<file path="config.mk">
export PLATFORM = sky130hd
export DESIGN_NAME = instr_fetch_flat
export DESIGN_NICKNAME = d
export VERILOG_FILES = /design/src/rtl/instr_fetch_if.sv /design/src/rtl/instr_fetch.sv /design/src/flat_wrapper.sv
export SDC_FILE = /design/constraint.sdc
export NUM_CORES = 1
export LEC_CHECK = 0
export BUFFER_PORTS_ARGS = -buffer_cell sky130_fd_sc_hd__buf_4
export CELL_PAD_IN_SITES_DETAIL_PLACEMENT = 0
export CELL_PAD_IN_SITES_GLOBAL_PLACEMENT = 1
export CORE_MARGIN = 2
export CORE_UTILIZATION = 45
export CTS_CLUSTER_SIZE = 16
export DETAILED_ROUTE_END_ITERATION = 8
export HOLD_SLACK_MARGIN = 0.02
export PLACE_DENSITY = 0.77
export SYNTH_ARGS = -nofsm -noshare
export SYNTH_HDL_FRONTEND = slang
export SYNTH_SLANG_ARGS = --single-unit
export TNS_END_PERCENT = 10
</file>
<file path="constraint.sdc">
create_clock -name clk -period 4.51 [get_ports clk]
set_input_delay 0.2255 -clock clk [delete_from_list [all_inputs] [get_ports clk]]
set_output_delay 0.2255 -clock clk [all_outputs]
set_load 0.02 [all_outputs]
</file>
<file path="src/rtl/instr_fetch_if.sv">
// instr_fetch_if: request, ROM and response signals of the instruction fetch unit.
interface instr_fetch_if;
    logic [15:0] req_addr;
    logic        req_valid;
    logic        req_ready;
    logic        flush;
    logic [14:0] rom_addr;
    logic        rom_en;
    logic [15:0] rom_data;
    logic [15:0] rsp_instr;
    logic [15:0] rsp_addr;
    logic        rsp_valid;
    logic        rsp_ready;
    modport master (
        input  req_addr, req_valid, flush, rom_data, rsp_ready,
        output req_ready, rom_addr, rom_en, rsp_instr, rsp_addr, rsp_valid
    );
    modport slave (
        output req_addr, req_valid, flush, rom_data, rsp_ready,
        input  req_ready, rom_addr, rom_en, rsp_instr, rsp_addr, rsp_valid
    );
endinterface

</file>
<file path="src/rtl/instr_fetch.sv">
// instr_fetch: in-order fetch from a synchronous ROM through a BUF_DEPTH response buffer.
// Define IFETCH_OOR_EN to return 16'h0000 without a ROM read for addresses with bit 15 set.
module instr_fetch #(
    parameter int BUF_DEPTH = 2
) (
    input logic clk,
    input logic reset,
    instr_fetch_if.master bus
);
    localparam int AW = $clog2(BUF_DEPTH);
    logic [15:0]   mem_instr [BUF_DEPTH];
    logic [15:0]   mem_addr  [BUF_DEPTH];
    logic [AW-1:0] wp, rp, rp_n;
    logic [AW:0]   count, count_pop, count_n;
    logic [AW+1:0] occ;
    logic          run, inflight, inf_oor, oor, pop, accept;
    logic [15:0]   inf_addr, push_instr;
`ifdef IFETCH_OOR_EN
    assign oor = bus.req_addr[15];
`else
    assign oor = 1'b0;
`endif
    assign pop           = bus.rsp_valid && bus.rsp_ready;
    assign occ           = (AW+2)'(count) + (AW+2)'(inflight);
    assign bus.req_ready = run && !bus.flush && (occ < (AW+2)'(BUF_DEPTH) || pop);
    assign accept        = bus.req_valid && bus.req_ready;
    assign bus.rom_en    = accept && !oor;
    assign bus.rom_addr  = bus.req_addr[14:0];
    assign push_instr    = inf_oor ? 16'h0000 : bus.rom_data;
    assign count_pop     = count - (AW+1)'(pop);
    assign count_n       = count_pop + (AW+1)'(inflight);
    assign rp_n          = rp + AW'(pop);
    // The response registers preload the next head so rsp_* never depend on rom_data combinationally.
    always_ff @(posedge clk or posedge reset) begin
        if (reset) begin
            run           <= 1'b0;
            inflight      <= 1'b0;
            inf_oor       <= 1'b0;
            inf_addr      <= '0;
            count         <= '0;
            wp            <= '0;
            rp            <= '0;
            bus.rsp_valid <= 1'b0;
            bus.rsp_instr <= '0;
            bus.rsp_addr  <= '0;
            for (int i = 0; i < BUF_DEPTH; i++) begin
                mem_instr[i] <= '0;
                mem_addr[i]  <= '0;
            end
        end else begin
            run <= 1'b1;
            if (bus.flush) begin
                inflight      <= 1'b0;
                count         <= '0;
                wp            <= '0;
                rp            <= '0;
                bus.rsp_valid <= 1'b0;
            end else begin
                inflight <= accept;
                if (accept) begin
                    inf_addr <= bus.req_addr;
                    inf_oor  <= oor;
                end
                if (inflight) begin
                    mem_instr[wp] <= push_instr;
                    mem_addr[wp]  <= inf_addr;
                    wp            <= wp + 1'b1;
                end
                rp            <= rp_n;
                count         <= count_n;
                bus.rsp_valid <= count_n != 0;
                bus.rsp_instr <= count_pop == 0 ? push_instr : mem_instr[rp_n];
                bus.rsp_addr  <= count_pop == 0 ? inf_addr : mem_addr[rp_n];
            end
        end
    end
endmodule

</file>
<file path="src/flat_wrapper.sv">
// flat-port wrapper written by rule: the top's interface ports become plain ports
module instr_fetch_flat 
#(
    parameter int BUF_DEPTH = 2
)
  (clk, reset, bus_req_addr, bus_req_valid, bus_flush, bus_rom_data, bus_rsp_ready, bus_req_ready, bus_rom_addr, bus_rom_en, bus_rsp_instr, bus_rsp_addr, bus_rsp_valid);
  instr_fetch_if bus_i ();
  input logic clk;
  input logic reset;
  input wire logic [$bits(bus_i.req_addr)-1:0] bus_req_addr;
  input wire logic [$bits(bus_i.req_valid)-1:0] bus_req_valid;
  input wire logic [$bits(bus_i.flush)-1:0] bus_flush;
  input wire logic [$bits(bus_i.rom_data)-1:0] bus_rom_data;
  input wire logic [$bits(bus_i.rsp_ready)-1:0] bus_rsp_ready;
  output wire logic [$bits(bus_i.req_ready)-1:0] bus_req_ready;
  output wire logic [$bits(bus_i.rom_addr)-1:0] bus_rom_addr;
  output wire logic [$bits(bus_i.rom_en)-1:0] bus_rom_en;
  output wire logic [$bits(bus_i.rsp_instr)-1:0] bus_rsp_instr;
  output wire logic [$bits(bus_i.rsp_addr)-1:0] bus_rsp_addr;
  output wire logic [$bits(bus_i.rsp_valid)-1:0] bus_rsp_valid;
  assign bus_i.req_addr = bus_req_addr;
  assign bus_i.req_valid = bus_req_valid;
  assign bus_i.flush = bus_flush;
  assign bus_i.rom_data = bus_rom_data;
  assign bus_i.rsp_ready = bus_rsp_ready;
  assign bus_req_ready = bus_i.req_ready;
  assign bus_rom_addr = bus_i.rom_addr;
  assign bus_rom_en = bus_i.rom_en;
  assign bus_rsp_instr = bus_i.rsp_instr;
  assign bus_rsp_addr = bus_i.rsp_addr;
  assign bus_rsp_valid = bus_i.rsp_valid;
  instr_fetch #(.BUF_DEPTH(BUF_DEPTH)) u_core (.clk(clk), .reset(reset), .bus(bus_i));
endmodule
</file>
==> results.json <==
{
  "outcome": "completed",
  "synthesis.nets": 478,
  "antenna_found_initial": 0,
  "dieArea_um2": 12940,
  "crit_type": "reg -> reg",
  "gp_congestion": 0.7546,
  "place_area_um2": 6037,
  "die_y_um": 113.8,
  "drc": 0,
  "cp_max_fo": 34,
  "finalSetupViolations": 0,
  "dp_hpwl_mm": 7.067,
  "ys.flop_type": "dfrtp_1",
  "critical_path.slowest_cell": "xor2_4",
  "postCtsSetupRepairBufs": 0,
  "rr_worst_depth": 6,
  "synth_compound_area_frac": 0.1334,
  "syn_to_final_growth_pct": 23.37,
  "fin_crit_sh": 0.6031,
  "final_area_um2": 6690,
  "drive_above_1_share": 0.4012,
  "slew_headroom": 0.1487,
  "ys_warn_count": 0,
  "power_density_nw_per_um2": 693.3,
  "netlist_area_um2": 5423,
  "netlist_instances": 439,
  "nNetsFinal": 537,
  "synth-edff-count": 0,
  "clk_pin_slew_worst_paths_ns": 0.05,
  "grt_usage": 0.2059,
  "synth_top_area_share": 0.5491,
  "ioPinCount": 87,
  "cp_num_buf_inv": 1,
  "synth.avg_cell_area_um2": 12.35,
  "ys_seq_area_frac": 0.5491,
  "reg2reg_slack_ns": 1.79,
  "root_buffer": "clkbuf_16",
  "reg2reg_to": "u_core.bus.rsp_addr[12]$_DFFE_PP0N_",
  "critPathRequiredTime_ns": 4.77,
  "clock_latency_ns": 0.41,
  "synthSimpleGateAreaFrac": 0.07683,
  "antenna_cells": 0,
  "drt-total-wl_mm": 12.77,
  "wire_per_inst_um": 19.41,
  "synthMostInstantiatedCell": "dfrtp_1",
  "grt_pass1_wl_mm": 20.53,
  "cpPeakStageDelay_ns": 0.92,
  "synthAdderAreaFrac": 0.004615,
  "drtIter0Drc": 275,
  "viasPerCell": 5.772,
  "ys_seq_elements": 119,
  "max_slew.worst_pin.slew_ns": 1.277,
  "holdPathStages": 2,
  "initial_utilization": 0.4572,
  "ctsHtreeMaxLevel": 4,
  "dieWidth_um": 113.8,
  "maxSlewViolCount": 0,
  "regToRegStartpoint": "u_core.bus.rsp_valid$_DFF_PP0_",
  "drv_cap": 0,
  "grt_max_degree": 89,
  "min_to": "u_core.mem_instr[22]$_DFFE_PP0P_",
  "hold_start": "bus_rom_data[6]",
  "hold_class": "in -> reg",
  "period_needed_ns": 2.720,
  "cts_made_buffers": 17,
  "async_flop_share": 1.000,
  "crit_family": "XOR/XNOR gates",
  "fmax_mhz": 367.6,
  "crit_arrival_ns": 2.98,
  "synthMuxAreaShare": 0.1717,
  "rows": 40,
  "ctsResizeCount": 0,
  "dr_total_vias": 3798,
  "antenna_left": 0,
  "synth_xor_area_frac": 0.006230,
  "dr.pass1.iters": 5,
  "overflow": 0,
  "yosys-top-cells-count": "119 x dfrtp_1, 66 x mux2_2, 33 x nand3_1",
  "cts_tree": "built",
  "tns_ns": 0,
  "first_global_vias": 3906,
  "cts_hold_buf": 0,
  "rsz0062_at_grt": "false",
  "fp.coreArea_um2": 11860,
  "clock-skew-final_ns": 0.006783,
  "cts_buffer_depth": 2,
  "ir_drop_uv": 277.4,
  "synth_top_family_by_area": "multiplexers",
  "cts_sinks": 119,
  "startpoint_type": "flop",
  "port_buffers": 86,
  "endpoint_kind": "flop",
  "synth_top_cell_by_area": "dfrtp_1",
  "leakagePower_uw": 0.003034,
  "hold_viol_final": 0,
  "synth_area_leaders": "dfrtp_1 55%, mux2_2 14%, o41ai_1 5.2%",
  "crit_chain": "and2_4, ha_1, xor2_4, o21a_1, buf_4, a31oi_1",
  "ys_types": 33
}
## cell families (layout without fill, tap and decap cells)
kind of cell / count (synthesis) / in the layout
buffers and inverters: 58 / 130
other: 1 / 1
and+or+nand+nor: 72 / 72
adders and majority gates: 2 / 2
AOI/OAI and AO/OA: 104 / 104
muxes: 80 / 80
xor gates and xnor gates: 3 / 3
DFF: 119 / 119
## registers in the layout, summed over array words and instances, names as in the netlist
signal and flops:
u_core.bus.rsp_addr 16, u_core.bus.rsp_instr 16, u_core.mem_addr 32, u_core.wp 1
u_core.bus.rsp_valid 1, u_core.mem_instr 32, u_core.inflight 1, u_core.run 1
u_core.inf_addr 16, u_core.rp 1, u_core.count 2
## metal layers
layer,GRT usage,routed length [um],vias up,part of all wire
met5,0,0,-,0
met4,0.06911,102,0,0.0080
met3,0.04729,787,9,0.062
met2,0.3317,6222,142,0.49
met1,0.2775,5659,1915,0.44
li1,-,-,1732,-
## stage by stage
step,instances,util,total power [uW],setup slack [ns],hold slack (ns)
CTS,658,0.5640,4670,1.808,0.04368
global route,658,0.5640,4875,1.630,0.05133
global placement,626,0.5090,3136,1.896,0.4599
finish,658,0.5640,4638,1.790,0.05756
floorplan,439,-,2642,1.127,0.3572
detailed placement,626,0.5090,3185,1.831,0.4696
## worst max-delay path by stage
stage                                                 endpoint                      startpoint  slack, ns  depth (start not counted)
final                      u_core.bus.rsp_addr[12]$_DFFE_PP0N_  u_core.bus.rsp_valid$_DFF_PP0_       1.79                          6
after global routing       u_core.bus.rsp_instr[8]$_DFFE_PP0N_  u_core.bus.rsp_valid$_DFF_PP0_       1.63                          6
after detailed placement   u_core.bus.rsp_addr[11]$_DFFE_PP0N_  u_core.bus.rsp_valid$_DFF_PP0_       1.83                          6
after floorplan             u_core.bus.rsp_addr[0]$_DFFE_PP0N_                           reset       1.13                          1
after global placement    u_core.bus.rsp_instr[11]$_DFFE_PP0N_  u_core.bus.rsp_valid$_DFF_PP0_       1.90                          6
after CTS                  u_core.bus.rsp_addr[11]$_DFFE_PP0N_  u_core.bus.rsp_valid$_DFF_PP0_       1.81                          6
## layout by cell type (no fill, tap or decap)
cell type     n
o211a_1       1
a21bo_2       1
o21ai_0      32
inv_1         3
inv_4         1
clkinv_2      2
clkbuf_8      6
o21bai_1      1
a21oi_1       1
mux2_2       66
mux2_1        6
nand2b_1     32
xor2_4        1
bufinv_16     4
nand3_1      32
a21oi_2       1
and3b_1       1
o2111ai_4     1
a31oi_1      32
ha_1          2
nor3b_4       1
a21boi_2      1
clkbuf_16    17
and2_4        1
clkbuf_1      2
mux2_4        8
clkinvlp_4    1
nor2b_1       1
nor2_1        2
nand3b_1      1
o41ai_1      32
xnor2_1       2
o21a_1        1
clkinv_1      2
dfrtp_1     119
nand3_2       1
buf_4        92
conb_1        1
## final cells by class
| class | count | area [um2] |
|---|---|---|
| flip-flops and latches | 119 | 2978 |
| clock buffers | 25 | 515.5 |
| clock inverters | 7 | 137.6 |
| repair buffers | 92 | 690.7 |
| multi-input cells | 262 | 2160 |
| inverters | 6 | 25.02 |
| fillers | 974 | 5171 |
| well taps | 147 | 183.9 |
## power by group
part / internal, uW / switching, uW / total [uW]
clock: 1010 / 456 / 1470
combinational: 668 / 770 / 1440
sequential: 1470 / 258 / 1730
total: 3150 / 1480 / 4640
Note: power is estimated with default switching activity, not from simulation.
